--- config.mk ---
export PLATFORM = sky130hd
export DESIGN_NAME = rr_mux8to1
export DESIGN_NICKNAME = d
export VERILOG_FILES = /design/src/rtl/rr_mux8to1.sv
export SDC_FILE = /design/constraint.sdc
export NUM_CORES = 1
export LEC_CHECK = 0
export ABC_AREA = 0
export BUFFER_PORTS_ARGS = -buffer_cell sky130_fd_sc_hd__buf_2
export CAP_MARGIN = 20
export CORE_MARGIN = 1
export CORE_UTILIZATION = 34
export DETAILED_ROUTE_END_ITERATION = 6
export PLACE_DENSITY = 0.51
export SETUP_SLACK_MARGIN = 0.2
export SLEW_MARGIN = 20
export SYNTH_ARGS = -nofsm -noshare
export SYNTH_HDL_FRONTEND = slang
export SYNTH_SLANG_ARGS = --single-unit
--- constraint.sdc ---
create_clock -name clk -period 6.66 [get_ports clk]
set_clock_uncertainty 0.1 [all_clocks]
set_input_delay 1.998 -clock clk [delete_from_list [all_inputs] [get_ports clk]]
set_output_delay 1.998 -clock clk [all_outputs]
set_load 0.02 [all_outputs]
--- src/rtl/rr_mux8to1.sv ---
// Eight-channel round-robin TDM multiplexer: arbitrates per-channel requests and
// presents one captured word at a time as (Y, sel) under a valid/ready handshake.
module rr_mux8to1 #(
    parameter int unsigned DATA_W = 1
) (
    input  logic                  clk,
    input  logic                  rst,
    input  logic [8*DATA_W-1:0]   D,
    input  logic [7:0]            req,
    output logic [7:0]            ack,
    output logic [DATA_W-1:0]     Y,
    output logic [2:0]            sel,
    output logic                  valid,
    input  logic                  ready,
    output logic [15:0]           xfer_cnt
);

    typedef enum logic {StIdle, StHold} state_e;

    state_e              r_state;
    logic [2:0]          r_ptr;
    logic [DATA_W-1:0]   r_y;
    logic [2:0]          r_sel;
    logic [7:0]          r_ack;
    logic [15:0]         r_cnt;

    state_e              w_state_nxt;
    logic [2:0]          w_ptr_nxt;
    logic [DATA_W-1:0]   w_y_nxt;
    logic [2:0]          w_sel_nxt;
    logic [7:0]          w_ack_nxt;
    logic [15:0]         w_cnt_nxt;

    logic                w_accept;
    logic [2:0]          w_base;
    logic [2:0]          w_idx;
    logic [2:0]          w_win;
    logic                w_found;

    always_comb begin
        w_accept = (r_state == StHold) && ready;
        // On an accept edge the search starts just past the channel being retired.
        w_base   = w_accept ? r_sel + 3'd1 : r_ptr;

        w_found = 1'b0;
        w_win   = 3'd0;
        w_idx   = 3'd0;
        // Scan farthest offset first so the nearest requester overwrites the result.
        for (int k = 7; k >= 0; k--) begin
            w_idx = w_base + 3'(k);
            if (req[w_idx]) begin
                w_found = 1'b1;
                w_win   = w_idx;
            end
        end

        w_state_nxt = r_state;
        w_ptr_nxt   = r_ptr;
        w_y_nxt     = r_y;
        w_sel_nxt   = r_sel;
        w_ack_nxt   = 8'd0;
        w_cnt_nxt   = r_cnt;

        if (w_accept) begin
            w_ptr_nxt   = r_sel + 3'd1;
            w_cnt_nxt   = r_cnt + 16'd1;
            w_state_nxt = StIdle;
        end

        if (((r_state == StIdle) || w_accept) && w_found) begin
            w_y_nxt     = D[w_win*DATA_W +: DATA_W];
            w_sel_nxt   = w_win;
            w_ack_nxt   = 8'd1 << w_win;
            w_state_nxt = StHold;
        end
    end

    always_ff @(posedge clk or posedge rst) begin
        if (rst) begin
            r_state <= StIdle;
            r_ptr   <= 3'd0;
            r_y     <= '0;
            r_sel   <= 3'd0;
            r_ack   <= 8'd0;
            r_cnt   <= 16'd0;
        end else begin
            r_state <= w_state_nxt;
            r_ptr   <= w_ptr_nxt;
            r_y     <= w_y_nxt;
            r_sel   <= w_sel_nxt;
            r_ack   <= w_ack_nxt;
            r_cnt   <= w_cnt_nxt;
        end
    end

    assign valid    = (r_state == StHold);
    assign Y        = r_y;
    assign sel      = r_sel;
    assign ack      = r_ack;
    assign xfer_cnt = r_cnt;

endmodule

==> results.tsv <==
stage	metric	value	unit
status	outcome	finished, final reports clean	
global_route	wire length of the first global-routing pass	8000	um
cts	clock-pin slew on the worst setup and hold paths	0.07	ns
logic_synthesis	library cells used by synthesis	57	
cts	largest buffer count on any clock path	2	
cts	clock latency on the worst-skew pair	0.29	ns
setup_path	launching element of the worst setup path	ready	
floorplan	total die area	0.00661	sq mm
global_route	initial antenna violation count	0	
timing	Final Hold Fails	0	
floorplan	number of placement rows	28	
logic_synthesis	number of synthesized flops with an enable pin	0	
cts	count of H-tree levels built during CTS	2	
setup_path	Critical Path RT	6.72	ns
drt	number of detailed-route iterations in the first pass	4	
setup_path	startpoint of the worst-slack reg-to-reg timing path	sel[0]	
setup_path	CP endpoint kind	flop	
cts	number of sinks driven by the clock tree	32	
run	max-capacitance violation count	0	
final_layout	final cell count without fillers	346	
cts	Num CTS Buffers	5	
logic_synthesis	syn avg cell area	9.80	sq um
final_layout	layout cell share with drive strength beyond 1	28.0	%
setup_path	Critical Setup Path Class	input port to flop	
global_route	grt ovf	0	
final_layout	net total in the final layout	293	
placement	post-detailed-placement half-perimeter wirelength	3710	um
logic_synthesis	post-synth top area share	37.5	%
logic_synthesis	post-synthesis net count	241	
drt	post-detailed-route via-to-cell ratio	5.13	
cts	Post-CTS Hold Fix Bufs	0	
global_route	via count of the first global-routing pass	1672	
logic_synthesis	most area-consuming cells after synthesis	sky130_fd_sc_hd__dfrtp_1, sky130_fd_sc_hd__xnor2_1, sky130_fd_sc_hd__nand2_1	
hold_path	classification of the worst-slack hold path	flop to flop	
logic_synthesis	library cell occupying the most area in the post-synthesis netlist	sky130_fd_sc_hd__dfrtp_1	
drt	residual DRC count	0	
timing	RSZ-0062 raised after global routing	no	
power_and_ir_drop	peak ir drop on the vdd network	335	uV
floorplan	floorplan die width	81.3	um
timing	worst slew slack as a fraction of its limit	52.4	%
timing	crit share post-route	80.7	%
setup_path	largest fanout on the critical path	10	
logic_synthesis	number of warnings reported in the yosys synthesis log	0	
cts	CTS root buf	sky130_fd_sc_hd__clkbuf_8	
placement	global placement routability congestion	0.842	
power_and_ir_drop	P per Cell Area	589	mW/mm^2
power_and_ir_drop	leakage power summed over all cells	0.00120	uW
timing	clock period minus final worst setup slack	5.38	ns
logic_synthesis	top flip-flop cell by instance count after synthesis	sky130_fd_sc_hd__dfrtp_1	
final_layout	number of diodes added for antenna fixing	0	
logic_synthesis	portion of the post-synthesis area used by sequential elements	37.5	%
timing	final setup TNS	0	ns
setup_path	kind of launch point of the worst setup path	input port	
drt	detailed router's first-iteration violation count	53	
cts	TritonCTS clock tree	yes	
timing	final setup violation count	0	
drt	antenna violation net count after detailed routing	0	
drt	total number of vias	1775	
placement	Placed Instances	338	
logic_synthesis	share of synthesized flip-flops with an asynchronous set or reset	100	%
timing	fmax	186	MHz
logic_synthesis	area of the mapped netlist	0.00214	sq mm
final_layout	fill cell total of the finished layout	583	
cts	# Post-CTS Setup Buffers	0	
drt	detailed-route wire length per cell	14.1	um
global_route	pin count of the biggest net entering global routing	33	
global_route	global router's overall resource usage	15.9	%
timing	slew at the pin closest to its max-slew limit	0.709	ns
logic_synthesis	Mapped Cells	218	
floorplan	Vert. Die Dim	81.3	um
hold_path	worst min-delay path startpoint	xfer_cnt[15]	
setup_path	arrival time at the worst endpoint	5.44	ns
floorplan	Boundary Pins	48	
logic_synthesis	FF+latch count, synth	32	
cts	count of cells resized by post-cts repair	0	
placement	port buffer count	47	
timing	number of pins exceeding their max-slew limit in the final report	0	
final_layout	post-synthesis to final-layout area growth	19.3	%
drt	WL final	4890	um
floorplan	core area	0.00599	sq mm
floorplan	initial core utilization	35.7	%
[through the flow]
step	power (uW)	util [%]	setup WS, ns	cell area (sq um)	hold WS (ns)
floorplan	1130	-	1.57	2140	0.476
global placement	1350	41.0	0.976	2460	0.358
detailed placement	1340	41.0	0.974	2460	0.370
CTS	1500	42.6	1.29	2550	0.379
global route	1630	42.6	1.05	2550	0.407
finish	1500	42.6	1.28	2550	0.371
[state kept, by name, indices dropped and copies added (netlist names)]
signal,cells
xfer_cnt,16
ack,8
r_ptr,3
sel,3
Y,1
valid,1
[worst max-delay path: stages]
cell and delay, ns:
sky130_fd_sc_hd__buf_2 0.16, sky130_fd_sc_hd__nand2_2 0.12, sky130_fd_sc_hd__mux2_4 0.30, sky130_fd_sc_hd__clkinv_2 0.17, sky130_fd_sc_hd__ha_1 0.43, sky130_fd_sc_hd__inv_1 0.08
sky130_fd_sc_hd__a21oi_1 0.20, sky130_fd_sc_hd__mux2i_1 0.14, sky130_fd_sc_hd__nand3_1 0.17, sky130_fd_sc_hd__nor2b_1 0.08, sky130_fd_sc_hd__a211oi_2 0.24, sky130_fd_sc_hd__mux2i_2 0.53
sky130_fd_sc_hd__mux4_1 0.62, sky130_fd_sc_hd__mux2i_1 0.13, sky130_fd_sc_hd__a21oi_1 0.08
[cell families after synthesis]
group / count (synthesis) / synth area share, %
DFF: 32 / 37.5
adders and majority gates: 4 / 2.34
xor gates and xnor gates: 22 / 9.37
and+or+nand+nor: 90 / 21.4
buffers and inverters: 9 / 2.22
muxes: 25 / 15.4
AOI/OAI and AO/OA: 36 / 11.8
[layout make-up]
| type | instances | area, sq um | share of cell area [%] |
|---|---|---|---|
| Clock buffer | 5 | 68.8 | 2.70 |
| Tap cell | 75 | 93.8 | 3.68 |
| Multi-Input combinational cell | 177 | 1290 | 50.5 |
| Sequential cell | 32 | 801 | 31.4 |
| Clock inverter | 3 | 23.8 | 0.932 |
| Timing Repair Buffer | 48 | 243 | 9.52 |
| Inverter | 6 | 31.3 | 1.23 |
[synthesized netlist by cell type, drive strengths merged, types with 2 or more instances]
master,n
a211oi,2
a21oi,7
a31oi,2
and2,2
and3,3
buf,2
dfrtp,32
ha,4
inv,5
mux2,6
mux2i,16
mux4,3
nand2,31
nand2b,2
nand3,16
nand3b,2
nand4,5
nor2,13
nor2b,3
nor3,5
nor3b,2
nor4,2
o21ai,9
o221ai,2
o22a,2
xnor2,17
xor2,5
[where the power goes]
group          internal, uW  switching, uW
Clock                  73.9           76.8
Combinational           441            620
Sequential              245           44.7
[worst paths after layout]
check                                    end  slack [ns]  cells after the start
worst max-delay path                       Y        1.28                     15
worst min-delay path            xfer_cnt[15]        0.37                      1
worst max register to register             Y        2.54                     14
worst min register to register  xfer_cnt[15]        0.37                      1
max in group asynchronous       xfer_cnt[11]        4.48                      3
min in group asynchronous       xfer_cnt[15]        1.68                      3
[placed cells by master (no fill, tap or decap), types with 3 or more instances in the layout]
cell type	synthesis	routed
sky130_fd_sc_hd__buf_2	1	47
sky130_fd_sc_hd__mux2i_2	5	5
sky130_fd_sc_hd__o21ai_1	3	3
sky130_fd_sc_hd__nor2_1	12	12
sky130_fd_sc_hd__dfrtp_1	32	32
sky130_fd_sc_hd__ha_1	4	4
sky130_fd_sc_hd__nor3_1	5	5
sky130_fd_sc_hd__nand3_1	16	16
sky130_fd_sc_hd__a21oi_1	7	7
sky130_fd_sc_hd__xor2_1	5	5
sky130_fd_sc_hd__xnor2_1	16	16
sky130_fd_sc_hd__nand2_1	30	30
sky130_fd_sc_hd__inv_1	3	3
sky130_fd_sc_hd__nand4_1	5	5
sky130_fd_sc_hd__o21ai_0	6	6
sky130_fd_sc_hd__clkbuf_8	0	5
sky130_fd_sc_hd__mux2i_1	11	11
sky130_fd_sc_hd__nor2b_1	3	3
sky130_fd_sc_hd__and3_1	3	3
[routing by layer]
| metal | wire (um) | vias up | track usage [%] |
|---|---|---|---|
| met2 | 2350 | 36 | 26.9 |
| met4 | 79 | 0 | 5.89 |
| li1 | - | 900 | - |
| met5 | 0 | - | 0 |
| met3 | 192 | 8 | 2.81 |
| met1 | 2270 | 831 | 20.0 |
Power figures use the tool's default switching activity.
